$ cat src/rtl/salu_pkg.sv
// Shared definitions for the scalar-ALU request arbiter: opcodes, widths and
// the buffered response slot payload.
package salu_pkg;

  localparam int unsigned SALU_OP_W       = 4;
  localparam int unsigned SALU_FLAG_W     = 3;
  localparam int unsigned SALU_MAX_DATA_W = 64;

  // Opcode map of the external scalar ALU
  localparam logic [SALU_OP_W-1:0] OP_ADD  = 4'd0;
  localparam logic [SALU_OP_W-1:0] OP_SUB  = 4'd1;
  localparam logic [SALU_OP_W-1:0] OP_SLL  = 4'd2;
  localparam logic [SALU_OP_W-1:0] OP_SLT  = 4'd3;
  localparam logic [SALU_OP_W-1:0] OP_SLTU = 4'd4;
  localparam logic [SALU_OP_W-1:0] OP_XOR  = 4'd5;
  localparam logic [SALU_OP_W-1:0] OP_SRL  = 4'd6;
  localparam logic [SALU_OP_W-1:0] OP_SRA  = 4'd7;
  localparam logic [SALU_OP_W-1:0] OP_OR   = 4'd8;
  localparam logic [SALU_OP_W-1:0] OP_AND  = 4'd9;
  localparam logic [SALU_OP_W-1:0] OP_BEQ  = 4'd10;
  localparam logic [SALU_OP_W-1:0] OP_BNE  = 4'd11;
  localparam logic [SALU_OP_W-1:0] OP_BLT  = 4'd12;
  localparam logic [SALU_OP_W-1:0] OP_BGE  = 4'd13;
  localparam logic [SALU_OP_W-1:0] OP_BLTU = 4'd14;
  localparam logic [SALU_OP_W-1:0] OP_BGEU = 4'd15;

  // Response slot; data is sized for the widest supported datapath
  typedef struct packed {
    logic [SALU_MAX_DATA_W-1:0] data;
    logic [SALU_FLAG_W-1:0]     flags;  // {overflow, negative, zero}
  } salu_slot_t;

endpackage

$ cat src/rtl/rr_arbiter.sv
// Round-robin one-hot grant among eligible requesters, search starting at ptr.
module rr_arbiter #(
  parameter int unsigned NUM_REQ = 2,
  localparam int unsigned PTR_W  = $clog2(NUM_REQ)
) (
  input  logic [NUM_REQ-1:0] eligible,
  input  logic [PTR_W-1:0]   ptr,
  output logic [NUM_REQ-1:0] grant_c
);

  logic found;

  // First pass covers ptr..NUM_REQ-1, second pass wraps to 0..ptr-1
  always_comb begin
    grant_c = '0;
    found   = 1'b0;
    for (int i = 0; i < NUM_REQ; i++) begin
      if (!found && eligible[i] && (PTR_W'(i) >= ptr)) begin
        grant_c[i] = 1'b1;
        found      = 1'b1;
      end
    end
    for (int i = 0; i < NUM_REQ; i++) begin
      if (!found && eligible[i] && (PTR_W'(i) < ptr)) begin
        grant_c[i] = 1'b1;
        found      = 1'b1;
      end
    end
  end

endmodule

$ cat src/rtl/salu_arbiter.sv
// Shares one registered scalar ALU among NUM_REQ requesters; each requester
// owns a single response slot that holds its result until accepted.
module salu_arbiter
  import salu_pkg::*;
#(
  parameter int unsigned DATA_WIDTH = 32,
  parameter int unsigned NUM_REQ    = 2
) (
  input  logic                            clk,
  input  logic                            rst_n,
  input  logic                            flush_i,
  input  logic [NUM_REQ-1:0]              req_valid_i,
  output logic [NUM_REQ-1:0]              req_ready_o,
  input  logic [NUM_REQ*DATA_WIDTH-1:0]   req_rs1_i,
  input  logic [NUM_REQ*DATA_WIDTH-1:0]   req_rs2_i,
  input  logic [NUM_REQ*SALU_OP_W-1:0]    req_op_i,
  output logic [DATA_WIDTH-1:0]           alu_rs1_o,
  output logic [DATA_WIDTH-1:0]           alu_rs2_o,
  output logic [SALU_OP_W-1:0]            alu_op_o,
  input  logic [DATA_WIDTH-1:0]           alu_res_i,
  input  logic [SALU_FLAG_W-1:0]          alu_flags_i,
  output logic [NUM_REQ-1:0]              rsp_valid_o,
  input  logic [NUM_REQ-1:0]              rsp_ready_i,
  output logic [NUM_REQ*DATA_WIDTH-1:0]   rsp_data_o,
  output logic [NUM_REQ*SALU_FLAG_W-1:0]  rsp_flags_o,
  output logic                            busy_o
);

  localparam int unsigned PTR_W = $clog2(NUM_REQ);

  logic [PTR_W-1:0]   ptr_q;
  logic               inflight_v_q;
  logic [PTR_W-1:0]   inflight_id_q;
  logic [NUM_REQ-1:0] slot_v_q;
  salu_slot_t         slot_q [NUM_REQ];

  logic [NUM_REQ-1:0] eligible_c;
  logic [NUM_REQ-1:0] grant_c;
  logic               grant_any_c;
  logic [PTR_W-1:0]   grant_id_c;
  logic [PTR_W-1:0]   ptr_nxt_c;

  // A requester may issue only if its slot cannot be occupied when the result lands
  always_comb begin
    eligible_c = '0;
    for (int i = 0; i < NUM_REQ; i++) begin
      eligible_c[i] = rst_n && !flush_i && req_valid_i[i]
                   && !(inflight_v_q && (inflight_id_q == PTR_W'(i)))
                   && (!slot_v_q[i] || rsp_ready_i[i]);
    end
  end

  rr_arbiter #(
    .NUM_REQ (NUM_REQ)
  ) u_rr (
    .eligible (eligible_c),
    .ptr      (ptr_q),
    .grant_c  (grant_c)
  );

  // Operand mux; idle ALU sees zero operands and ADD
  always_comb begin
    alu_rs1_o  = '0;
    alu_rs2_o  = '0;
    alu_op_o   = OP_ADD;
    grant_id_c = '0;
    for (int i = 0; i < NUM_REQ; i++) begin
      if (grant_c[i]) begin
        alu_rs1_o  = req_rs1_i[i*DATA_WIDTH +: DATA_WIDTH];
        alu_rs2_o  = req_rs2_i[i*DATA_WIDTH +: DATA_WIDTH];
        alu_op_o   = req_op_i[i*SALU_OP_W +: SALU_OP_W];
        grant_id_c = PTR_W'(i);
      end
    end
  end

  assign grant_any_c = |grant_c;
  assign req_ready_o = grant_c;
  assign ptr_nxt_c   = (grant_id_c == PTR_W'(NUM_REQ - 1)) ? '0 : grant_id_c + PTR_W'(1);

  always_ff @(posedge clk) begin
    if (!rst_n) begin
      ptr_q         <= '0;
      inflight_v_q  <= 1'b0;
      inflight_id_q <= '0;
      slot_v_q      <= '0;
      for (int i = 0; i < NUM_REQ; i++) begin
        slot_q[i] <= '0;
      end
    end else if (flush_i) begin
      // Pointer survives a flush so fairness is preserved
      inflight_v_q <= 1'b0;
      slot_v_q     <= '0;
      for (int i = 0; i < NUM_REQ; i++) begin
        slot_q[i] <= '0;
      end
    end else begin
      inflight_v_q  <= grant_any_c;
      inflight_id_q <= grant_id_c;
      if (grant_any_c) begin
        ptr_q <= ptr_nxt_c;
      end
      for (int i = 0; i < NUM_REQ; i++) begin
        if (inflight_v_q && (inflight_id_q == PTR_W'(i))) begin
          slot_v_q[i]     <= 1'b1;
          slot_q[i].data  <= SALU_MAX_DATA_W'(alu_res_i);
          slot_q[i].flags <= alu_flags_i;
        end else if (slot_v_q[i] && rsp_ready_i[i]) begin
          slot_v_q[i] <= 1'b0;
        end
      end
    end
  end

  always_comb begin
    rsp_data_o  = '0;
    rsp_flags_o = '0;
    for (int i = 0; i < NUM_REQ; i++) begin
      rsp_data_o[i*DATA_WIDTH +: DATA_WIDTH]    = slot_q[i].data[DATA_WIDTH-1:0];
      rsp_flags_o[i*SALU_FLAG_W +: SALU_FLAG_W] = slot_q[i].flags;
    end
  end

  assign rsp_valid_o = slot_v_q;
  assign busy_o      = inflight_v_q | (|slot_v_q);

  // Slot bits above DATA_WIDTH are constant zero and intentionally unread
  if (DATA_WIDTH < SALU_MAX_DATA_W) begin : g_pad
    logic slot_pad_unused;
    always_comb begin
      slot_pad_unused = 1'b0;
      for (int i = 0; i < NUM_REQ; i++) begin
        slot_pad_unused = slot_pad_unused ^ (^slot_q[i].data[SALU_MAX_DATA_W-1:DATA_WIDTH]);
      end
    end
  end

endmodule

$ cat config.mk
export PLATFORM = sky130hd
export DESIGN_NAME = salu_arbiter
export DESIGN_NICKNAME = d
export VERILOG_FILES = /design/src/rtl/salu_pkg.sv /design/src/rtl/rr_arbiter.sv /design/src/rtl/salu_arbiter.sv
export SDC_FILE = /design/constraint.sdc
export NUM_CORES = 1
export LEC_CHECK = 0
export ABC_AREA = 1
export CORE_AREA = 2 2 126 128
export CTS_BUF_LIST = sky130_fd_sc_hd__clkbuf_4 sky130_fd_sc_hd__clkbuf_8
export DETAILED_ROUTE_END_ITERATION = 8
export DIE_AREA = 0 0 128 130
export PLACE_DENSITY = 0.7
export SLEW_MARGIN = 20
export SYNTH_ARGS = -nofsm -noshare
export SYNTH_HDL_FRONTEND = slang
export SYNTH_SLANG_ARGS = --single-unit
$ cat constraint.sdc
create_clock -name clk -period 2 [get_ports clk]
set_input_delay 0.4 -clock clk [delete_from_list [all_inputs] [get_ports clk]]
set_output_delay 0.4 -clock clk [all_outputs]
set_load 0.05 [all_outputs]
==> run metrics <==
DRC Markers 0; Remaining Overflow, GRT 0; port bufs 320; final-report hold violation count 0; failing checks setup timing; Die Wd 128 um; Die ar. 16600 sq um; Layout fillers 1160; Hold Crit Class primary input to flop; CP Data Required Time 1600 ps; synth warn 0; Global Route met1 Usage 23.3%; Initial Util 24.3%; CTS sink count 75; Final setup viols 70; Wirelength per Cell 19.6 um; First DRT Iteration DRCs 234; setup_tns -11590 ps; met2 track demand over resource 35.9%; Total Wirelength 19.5 mm; Avg Inst Size Synth 8.91 sq um; Worst Max-Slew Pin Slew 546 ps; Fmax 449 MHz; WS Path Type flop to output pin; clock-pin slew on the worst setup and hold paths 90 ps; Clock Latency Late Sink 340 ps; layer carrying the most global-route usage met2; Post-Syn Area 3740 sq um; num ports 321; P&R area growth vs syn 163%; CTS tree built; crit path max fanout 8; worst setup path end alu_rs1_o[30]; Cells after Synth 420; vias in the first global route 4656; Final GP Congestion 0.816; most frequent cells in the layout clkdlybuf4s50_1, nand3_2, buf_8, edfxtp_1, nand2_2; critical path launch point inflight_id_q$_SDFFE_PN0N_; Worst R2R Setup Slack 530 ps; clock buffer count from CTS 9; Cell Rows 46; placed inst area 7660 sq um; Worst slew margin 63.5%; Power Dens Cells 491 nW/um^2; Pre-antenna DRT Iters 4; max-cap viol count 0; leakage power 3.96 nW; Routed Antenna Nets 0; Final Cycle Share 111%; WHS 378 ps; clock skew 14.1 ps; most common cell after layout, fill and taps aside clkdlybuf4s50_1; Mapped Nets 598; Critical Path AT 1830 ps; Final Critical Period 2230 ps; Worst setup EP type output pin; worst setup margin -228 ps; Root Driver clkbuf_8; Worst R2R End ptr_q$_SDFFE_PN0P_; Synth Register Bits 75; status complete, but fails checks; die height 130 um; routed vias/inst 4.72; R2R depth 11; dpl hpwl 12.4 mm; Core Area 15400 sq um; Worst VDD drop 277 uV; sequential share of the synthesized area 58.9%; Final nets 972; share of cells above drive strength 1 45.4%; Startpoint Class flop; initial antenna violation count 3; number of hold buffers added after CTS 0; htree depth 3; Slew Viols, Final 0; RR Startpoint inflight_id_q$_SDFFE_PN0N_; Synth cell types 17; vias 4696; fin area 9840 sq um; RSZ-0062 raised after global routing yes; Max clock buf depth 2; first-pass GRT wire length 25.5 mm; total track usage 20.1%; met3 usage 4.84%; largest net degree at the start of global routing 36
-- state kept, by name, summed over array words and instances, names as in the netlist --
register and cells:
slot_q 70, inflight_v_q 1, inflight_id_q 1, rsp_valid_o 2
ptr_q 1
-- report_power, final --
group          switching (mW)  internal [mW]  leakage (nW)
registers              0.0300           1.80         0.828
logic                    1.06          0.873          3.05
clock network           0.597          0.469        0.0844
total                    1.68           3.14          3.96
-- cell usage after synthesis --
cell	n	area, sq um
o21ai_0	2	10.0
buf_6	2	22.5
nand2_2	3	18.8
or3_1	1	6.26
nand3_1	138	691
buf_2	7	35.0
inv_2	2	7.51
clkbuf_1	15	56.3
a21oi_1	4	20.0
nand2_1	79	297
dfxtp_1	5	100
nor2_4	3	33.8
inv_1	42	158
edfxtp_1	70	2100
buf_4	2	15.0
nor2_1	39	146
buf_1	6	22.5
-- layout make-up --
type,instances,area (sq um),area share (%)
Timing Repair Buffer,393,4620,47.0
Multi-Input combinational cell,271,2400,24.4
Sequential cell,75,2210,22.5
Tap cell,192,240,2.44
Inverter,44,170,1.73
Clock buffer,9,124,1.26
Clock inverter,7,60.1,0.610
Antenna cell,4,10.0,0.102
-- routing by layer --
layer	part of all wire, %	wire length (um)
met1	36	7030
met2	54	10600
met3	6.9	1330
met4	2.7	534
met5	0	0
-- what timing repair did --
action	4_1_cts	5_1_grt
cloned	7	10
endpoints found under the hold margin	0	0
setup endpoints to repair	70	70
buffers inserted	10	5
resized for setup	244	112
pin swaps	43	64
-- worst min path at each step --
| stage | start | end | slack [ps] | cells past startpoint |
|---|---|---|---|---|
| 2_1_floorplan | inflight_id_q$_SDFFE_PN0N_ | inflight_id_q$_SDFFE_PN0N_ | 460 | 2 |
| 3_3_place_gp | inflight_id_q$_SDFFE_PN0N_ | inflight_id_q$_SDFFE_PN0N_ | 490 | 2 |
| 3_5_place_dp | inflight_id_q$_SDFFE_PN0N_ | inflight_id_q$_SDFFE_PN0N_ | 490 | 2 |
| 4_1_cts | rst_n | ptr_q$_SDFFE_PN0P_ | 440 | 3 |
| 5_1_grt | rst_n | ptr_q$_SDFFE_PN0P_ | 380 | 3 |
| 6_report | rst_n | ptr_q$_SDFFE_PN0P_ | 380 | 3 |
-- worst max-delay path: stages, from the launching register on --
cell and delay (ps):
dfxtp_4 390, inv_2 40, nand2_2 60, nand2_2 70
nor2_4 110, buf_4 140, buf_12 150, buf_8 150
nand3_2 130, nand2_4 100, buf_8 140
-- per-stage QoR --
step / utilization (%) / power, mW / instances / setup WS (ps)
4_1_cts: 58.8 / 4.73 / 979 / -243
2_1_floorplan: - / 2.67 / 420 / -17.0
3_3_place_gp: 49.7 / 3.42 / 946 / -480
5_1_grt: 63.8 / 5.00 / 994 / -305
3_5_place_dp: 49.7 / 3.43 / 946 / -495
6_report: 63.8 / 4.83 / 995 / -228
-- kinds of logic after synthesis --
kind of cell,after synthesis,share of synthesized area [%]
AND/OR/NAND/NOR,263,31.9
AO/OA/AOI/OAI,6,0.803
buffers and inverters,76,8.46
flip-flops,75,58.9
(Power assumes the default switching activity.)
